## config.mk

```make
export PLATFORM = sky130hd
export DESIGN_NAME = uart_keyboard
export DESIGN_NICKNAME = d
export VERILOG_FILES = /design/src/rtl/uart_pkg.sv /design/src/rtl/uart_rx.sv /design/src/rtl/uart_keyboard.sv
export SDC_FILE = /design/constraint.sdc
export NUM_CORES = 1
export LEC_CHECK = 0
export BUFFER_PORTS_ARGS = -buffer_cell sky130_fd_sc_hd__buf_4
export CORE_MARGIN = 3
export CORE_UTILIZATION = 47
export DETAILED_ROUTE_END_ITERATION = 8
export MAX_ROUTING_LAYER = met4
export PLACE_DENSITY = 0.74
export REMOVE_ABC_BUFFERS = 1
export SYNTH_ARGS = -nofsm -noshare
export SYNTH_HDL_FRONTEND = slang
export SYNTH_HIERARCHICAL = 1
export SYNTH_SLANG_ARGS = --single-unit
```

## constraint.sdc

```tcl
create_clock -name clk_in -period 3.9 [get_ports clk_in]
set_input_delay 0.195 -clock clk_in [delete_from_list [all_inputs] [get_ports clk_in]]
set_output_delay 0.195 -clock clk_in [all_outputs]
set_load 0.1 [all_outputs]
```

## src/rtl/uart_pkg.sv

```systemverilog
// Shared definitions for the UART keyboard: CPU register offsets, STATUS/DATA
// bit positions and the receiver state encoding.
package uart_pkg;

   // Register select values decoded from cpu_addr_in[3:2]
   localparam logic [1:0] REG_DATA   = 2'd0;
   localparam logic [1:0] REG_STATUS = 2'd1;

   // DATA register layout
   localparam int unsigned DATA_VALID_BIT = 8;

   // STATUS register layout
   localparam int unsigned ST_COUNT_W   = 5;
   localparam int unsigned ST_FULL_BIT  = 5;
   localparam int unsigned ST_OVF_BIT   = 6;
   localparam int unsigned ST_FERR_BIT  = 7;

   typedef enum logic [2:0] {
      RX_IDLE,
      RX_START,
      RX_DATA,
      RX_STOP,
      RX_WAIT_HIGH
   } rx_state_e;

endpackage

```

## src/rtl/uart_rx.sv

```systemverilog
// 8N1 bit-level receiver: synchronizes the line, finds the start bit, samples
// mid-bit, and reports each frame as a byte_valid or frame_error pulse.
// Ports:
//   clk_in, rst_in      clock, synchronous active-high reset
//   rx_in               asynchronous serial line (idle high)
//   rx_byte             last assembled byte (valid while byte_valid is high)
//   byte_valid          one-cycle pulse, good stop bit seen
//   frame_error         one-cycle pulse, stop bit sampled low
module uart_rx
   import uart_pkg::*;
#(
   parameter int unsigned CLKS_PER_BIT = 868
) (
   input  logic       clk_in,
   input  logic       rst_in,
   input  logic       rx_in,
   output logic [7:0] rx_byte,
   output logic       byte_valid,
   output logic       frame_error
);

   localparam int unsigned HALF_BIT = CLKS_PER_BIT / 2;
   localparam int unsigned CNT_W    = $clog2(CLKS_PER_BIT + 1);

   logic [1:0]       sync_q;
   logic             line;
   rx_state_e        state_q, state_d;
   logic [CNT_W-1:0] cnt_q, cnt_d;
   logic [2:0]       bit_q, bit_d;
   logic [7:0]       shift_q, shift_d;
   logic             valid_d, ferr_d;

   assign line    = sync_q[1];
   assign rx_byte = shift_q;

   // State, counters and registered pulses
   always_ff @(posedge clk_in) begin
      if (rst_in) begin
         sync_q      <= 2'b11;
         state_q     <= RX_IDLE;
         cnt_q       <= '0;
         bit_q       <= '0;
         shift_q     <= '0;
         byte_valid  <= 1'b0;
         frame_error <= 1'b0;
      end else begin
         sync_q      <= {sync_q[0], rx_in};
         state_q     <= state_d;
         cnt_q       <= cnt_d;
         bit_q       <= bit_d;
         shift_q     <= shift_d;
         byte_valid  <= valid_d;
         frame_error <= ferr_d;
      end
   end

   // Next-state: start bit is re-checked at half-bit, then every full bit
   always_comb begin
      state_d = state_q;
      cnt_d   = cnt_q;
      bit_d   = bit_q;
      shift_d = shift_q;
      valid_d = 1'b0;
      ferr_d  = 1'b0;
      case (state_q)
         RX_IDLE: begin
            if (!line) begin
               state_d = RX_START;
               cnt_d   = CNT_W'(HALF_BIT - 1);
            end
         end
         RX_START: begin
            if (cnt_q != '0) begin
               cnt_d = cnt_q - CNT_W'(1);
            end else if (!line) begin
               state_d = RX_DATA;
               cnt_d   = CNT_W'(CLKS_PER_BIT - 1);
               bit_d   = '0;
            end else begin
               state_d = RX_IDLE;
            end
         end
         RX_DATA: begin
            if (cnt_q != '0) begin
               cnt_d = cnt_q - CNT_W'(1);
            end else begin
               shift_d = {line, shift_q[7:1]};
               cnt_d   = CNT_W'(CLKS_PER_BIT - 1);
               if (bit_q == 3'd7) state_d = RX_STOP;
               else               bit_d   = bit_q + 3'd1;
            end
         end
         RX_STOP: begin
            if (cnt_q != '0) begin
               cnt_d = cnt_q - CNT_W'(1);
            end else if (line) begin
               valid_d = 1'b1;
               state_d = RX_IDLE;
            end else begin
               ferr_d  = 1'b1;
               state_d = RX_WAIT_HIGH;
            end
         end
         RX_WAIT_HIGH: begin
            if (line) state_d = RX_IDLE;
         end
         default: state_d = RX_IDLE;
      endcase
   end

endmodule

```

## src/rtl/uart_keyboard.sv

```systemverilog
// Memory-mapped UART keyboard: received bytes queue in a FIFO readable via a
// DATA register; STATUS reports fill level and sticky error flags.
// Ports:
//   clk_in, rst_in        clock, synchronous active-high reset
//   uart_rx_in            asynchronous serial line, 8N1, idle high
//   cpu_addr_in           byte address, only [3:2] decoded
//   cpu_data_in           write data
//   cpu_write_enable_in   byte enables, nonzero means write
//   cpu_data_out          read data, one cycle after the address
module uart_keyboard
   import uart_pkg::*;
#(
   parameter int unsigned CLK_HZ     = 100_000_000,
   parameter int unsigned BAUD       = 115200,
   parameter int unsigned FIFO_DEPTH = 16
) (
   input  logic        clk_in,
   input  logic        rst_in,
   input  logic        uart_rx_in,
   input  logic [31:0] cpu_addr_in,
   input  logic [31:0] cpu_data_in,
   input  logic [3:0]  cpu_write_enable_in,
   output logic [31:0] cpu_data_out
);

   localparam int unsigned CLKS_PER_BIT = (CLK_HZ + BAUD / 2) / BAUD;
   localparam int unsigned PTR_W        = $clog2(FIFO_DEPTH);
   localparam int unsigned CNT_W        = PTR_W + 1;

   logic [7:0]       rx_byte;
   logic             rx_valid, rx_ferr;
   logic [7:0]       fifo_mem [FIFO_DEPTH];
   logic [PTR_W-1:0] wr_ptr_q, rd_ptr_q;
   logic [CNT_W-1:0] count_q;
   logic             ovf_q, ferr_q;
   logic             empty, full, wr_any, pop, push, ovf_set;
   logic             clr_ovf, clr_ferr;
   logic [1:0]       reg_sel;
   logic [7:0]       head;
   logic [31:0]      rd_data_c;
   logic             unused_bits;

   uart_rx #(.CLKS_PER_BIT(CLKS_PER_BIT)) u_rx (
      .clk_in      (clk_in),
      .rst_in      (rst_in),
      .rx_in       (uart_rx_in),
      .rx_byte     (rx_byte),
      .byte_valid  (rx_valid),
      .frame_error (rx_ferr)
   );

   assign reg_sel  = cpu_addr_in[3:2];
   assign wr_any   = |cpu_write_enable_in;
   assign empty    = (count_q == '0);
   assign full     = (count_q == CNT_W'(FIFO_DEPTH));
   assign pop      = wr_any && (reg_sel == REG_DATA) && !empty;
   // A pop in the same cycle frees the slot the incoming byte needs
   assign push     = rx_valid && (!full || pop);
   assign ovf_set  = rx_valid && full && !pop;
   assign clr_ovf  = wr_any && (reg_sel == REG_STATUS) && cpu_data_in[ST_OVF_BIT];
   assign clr_ferr = wr_any && (reg_sel == REG_STATUS) && cpu_data_in[ST_FERR_BIT];
   assign head     = empty ? 8'h00 : fifo_mem[rd_ptr_q];

   assign unused_bits = ^{cpu_addr_in[31:4], cpu_addr_in[1:0],
                          cpu_data_in[31:8], cpu_data_in[5:0]};

   // FIFO storage; pointers alone define validity, so no reset needed
   always_ff @(posedge clk_in) begin
      if (push) fifo_mem[wr_ptr_q] <= rx_byte;
   end

   // Pointers, count and sticky flags (set beats clear)
   always_ff @(posedge clk_in) begin
      if (rst_in) begin
         wr_ptr_q <= '0;
         rd_ptr_q <= '0;
         count_q  <= '0;
         ovf_q    <= 1'b0;
         ferr_q   <= 1'b0;
      end else begin
         if (push) wr_ptr_q <= wr_ptr_q + PTR_W'(1);
         if (pop)  rd_ptr_q <= rd_ptr_q + PTR_W'(1);
         case ({push, pop})
            2'b10:   count_q <= count_q + CNT_W'(1);
            2'b01:   count_q <= count_q - CNT_W'(1);
            default: count_q <= count_q;
         endcase
         ovf_q  <= ovf_set || (ovf_q && !clr_ovf);
         ferr_q <= rx_ferr || (ferr_q && !clr_ferr);
      end
   end

   // Read mux for the address presented this cycle
   always_comb begin
      rd_data_c = '0;
      case (reg_sel)
         REG_DATA: begin
            rd_data_c[7:0]            = head;
            rd_data_c[DATA_VALID_BIT] = !empty;
         end
         REG_STATUS: begin
            rd_data_c[ST_COUNT_W-1:0] = ST_COUNT_W'(count_q);
            rd_data_c[ST_FULL_BIT]    = full;
            rd_data_c[ST_OVF_BIT]     = ovf_q;
            rd_data_c[ST_FERR_BIT]    = ferr_q;
         end
         default: rd_data_c = '0;
      endcase
   end

   always_ff @(posedge clk_in) begin
      if (rst_in) cpu_data_out <= '0;
      else        cpu_data_out <= rd_data_c;
   end

endmodule
```

==> results.json <==
{
  "worst_hold_path_type": "in2reg",
  "nets": 653,
  "antenna_found_initial": 0,
  "synth-main-ff-cell": "edfxtp_1",
  "tns_ns": 0,
  "power_frac_clock_pct": 43.5,
  "synth_compound_area_share_pct": 7.84,
  "holdPathEnd": "ovf_q",
  "p_int_mw": 3.26,
  "clk_latency_ns": 0.41,
  "synth_fa_ha_area_share_pct": 2.06,
  "port_buffers": 19,
  "min_period_ns": 3.40,
  "ys_warn_count": 6,
  "critPathArrivalTime_ns": 3.69,
  "pwr-share-comb_pct": 5.7,
  "rsz0062_at_grt": "no",
  "root_buffer": "clkbuf_16",
  "critPathCaptureType": "flop",
  "cts_hold_buf": 1,
  "synth_edf_count": 128,
  "min_path_cells": 3,
  "drcViolationCount": 0,
  "drtAntennaViolNets": 0,
  "htree_levels": 4,
  "synth_mux_area_share_pct": 12.2,
  "min_from": "cpu_data_in[6]",
  "synth_seq_cells": 184,
  "r2r_cells": 11,
  "wl_per_cell_um": 18.0,
  "synth-xor-area-share_pct": 0.554,
  "fin_crit_sh_pct": 87.1,
  "first_pass_iters": 5,
  "synth.area.top_cells": "edfxtp_1 49%, dfxtp_1 14%, mux4_2 6.6%",
  "first_iter_violations": 275,
  "drv_slew": 0,
  "ctsResizeCount": 0,
  "hold_viol": 0,
  "p_per_area_nw_per_um2": 468,
  "power.leakage_nw": 2.95,
  "finalNonFillerCells": 798,
  "clock.fmax_ghz": 0.295,
  "rr_startpoint": "count_q[1]",
  "status": "completed",
  "vias": 4500,
  "viasPerCell": 5.64,
  "initial_core_util_pct": 48.8,
  "synth_top_family_by_area": "multiplexers",
  "avgSynthCellArea_sq_um": 14.2,
  "drive_gt1_share_pct": 17.7,
  "swShare_pct": 20.4,
  "track_usage_pct": 16.6,
  "setup_viol": 0,
  "yosysMostFrequentCell": "edfxtp_1",
  "fp.dieW_um": 136,
  "cts_tree": "yes",
  "yosysSeqAreaShare_pct": 62.9,
  "maxCapViolations": 0,
  "syn_inst": 555,
  "ys_top_cells_by_count": "128 x edfxtp_1, 56 x dfxtp_1, 47 x nor2_1",
  "fp.dieH_um": 136,
  "grt_pass1_vias": 4315,
  "place_inst": 765,
  "r2r_slack_ns": 0.50,
  "grt_overflow_total": 0,
  "cp-start-kind": "flop",
  "power.share.sequential_pct": 50.8,
  "path_class": "reg2reg",
  "worst_slew_pin_slew_ns": 1.13,
  "antennaDiodeCount": 0,
  "synthArstFlopShare_pct": 0,
  "synth_top_area_share_pct": 48.7,
  "setup_slack_ns": 0.505,
  "die_area_sq_um": 18400,
  "grt_pass1_wl_um": 22900,
  "power_switching_mw": 0.837,
  "path_max_fanout": 9,
  "numCtsBuffers": 17,
  "synth.distinct_cells": 65,
  "peakVddDrop_uv": 319,
  "finClkSkew_ns": 0.00756,
  "clockBufferDepth": 2,
  "pre_cts_slack_ns": 0.558,
  "total_power_mw": 4.10,
  "area_growth_pct": 10.7,
  "core_sq_um": 16200,
  "grt_max_degree": 54,
  "synth-simple-area-share_pct": 9.49,
  "synth_top_area_cell": "edfxtp_1",
  "post_cts_buffers": 0,
  "clock_sinks": 184,
  "ios": 103,
  "routabilityCongestion": 0.848,
  "maxSlewHeadroom_pct": 24.5,
  "dp_hpwl_um": 9590,
  "r2r-end": "count_q[4]",
  "crit_required_ns": 4.20,
  "rows": 46,
  "finalWirelength_um": 14400,
  "cts.clk_slew.worst_paths_ns": 0.06,
  "netlist_area_sq_um": 7900
}
metrics by stage:
step                      instance area [sq um]  util (%)  hold WS (ns)
after floorplan                            7640         -         0.264
after global placement                     8110      50.2         0.382
after detailed placement                   8110      50.2         0.383
after CTS                                  8740      54.1        0.0775
after global routing                       8740      54.1        0.0884
final                                      8740      54.1        0.0965
critical path: stages, from the launching register on:
cell and delay (ns):
dfxtp_1 0.42, nor4_4 0.52, o311ai_2 0.34, and2_1 0.31
inv_1 0.12, ha_1 0.36, xor2_1 0.11, ha_1 0.23
o21a_1 0.17, o21a_1 0.16, o32ai_1 0.15, mux2_2 0.37
cells in the final DEF, fill, tap and decap left out, drive strengths merged, types with 6 or more instances in the layout:
cell type	count
nand3	17
conb	23
a221o	8
clkbuf	23
nor2	47
buf	27
nand2b	9
mux4	30
dfxtp	56
or3	6
ha	13
a21oi	29
mux2	9
mux2i	16
inv	13
o21ai	12
nor3	11
edfxtp	128
nand2	19
cell families after synthesis:
family	after synthesis
muxes	55
buffers and inverters	68
xor gates and xnor gates	5
DFF	184
AOI/OAI and AO/OA	88
and+or+nand+nor	141
adders and majority gates	13
other	1
state kept, by name (all words and copies together), names as in the netlist, named ones only:
signal,flops
u_rx/rx_byte,8
wr_ptr_q,4
count_q,5
ovf_q,1
cpu_data_out,9
fifo_mem,128
u_rx/cnt_q,10
rd_ptr_q,4
u_rx/state_q,3
u_rx/sync_q,2
ferr_q,1
u_rx/bit_q,3
u_rx/frame_error,1
u_rx/byte_valid,1
worst max-delay path by stage:
stage                       to  slack [ns]       start
finish              count_q[4]        0.50  count_q[1]
global route        count_q[4]        0.31  count_q[1]
CTS                 count_q[4]        0.54  count_q[1]
detailed placement  count_q[4]        0.56  count_q[1]
global placement    count_q[4]        0.62  count_q[1]
floorplan           count_q[4]        1.06  count_q[1]
final cells by class:
type | count | area (sq um)
clock buffer | 23 | 448
tap | 216 | 270
clock inverter | 9 | 173
timing repair buffer | 28 | 213
sequential | 184 | 4970
fill | 1279 | 7430
inverter | 13 | 48.8
multi-input combinational | 325 | 2630
power by group through the flow:
| stage | clock, mW | sequential (mW) | combinational [mW] |
|---|---|---|---|
| floorplan | 0 | 2.12 | 0.186 |
| global placement | 0 | 2.12 | 0.226 |
| detailed placement | 0 | 2.12 | 0.228 |
| CTS | 1.81 | 2.08 | 0.230 |
| global route | 1.90 | 2.08 | 0.247 |
| finish | 1.78 | 2.08 | 0.232 |
metal layers:
layer	up-vias	routed length, um	global-route usage, %
met1	2226	6010	20.7
met3	19	754	4.09
met4	0	162	4.42
met2	153	7440	27.5
met5	-	0	-
li1	2102	-	-
(Power assumes the default switching activity.)
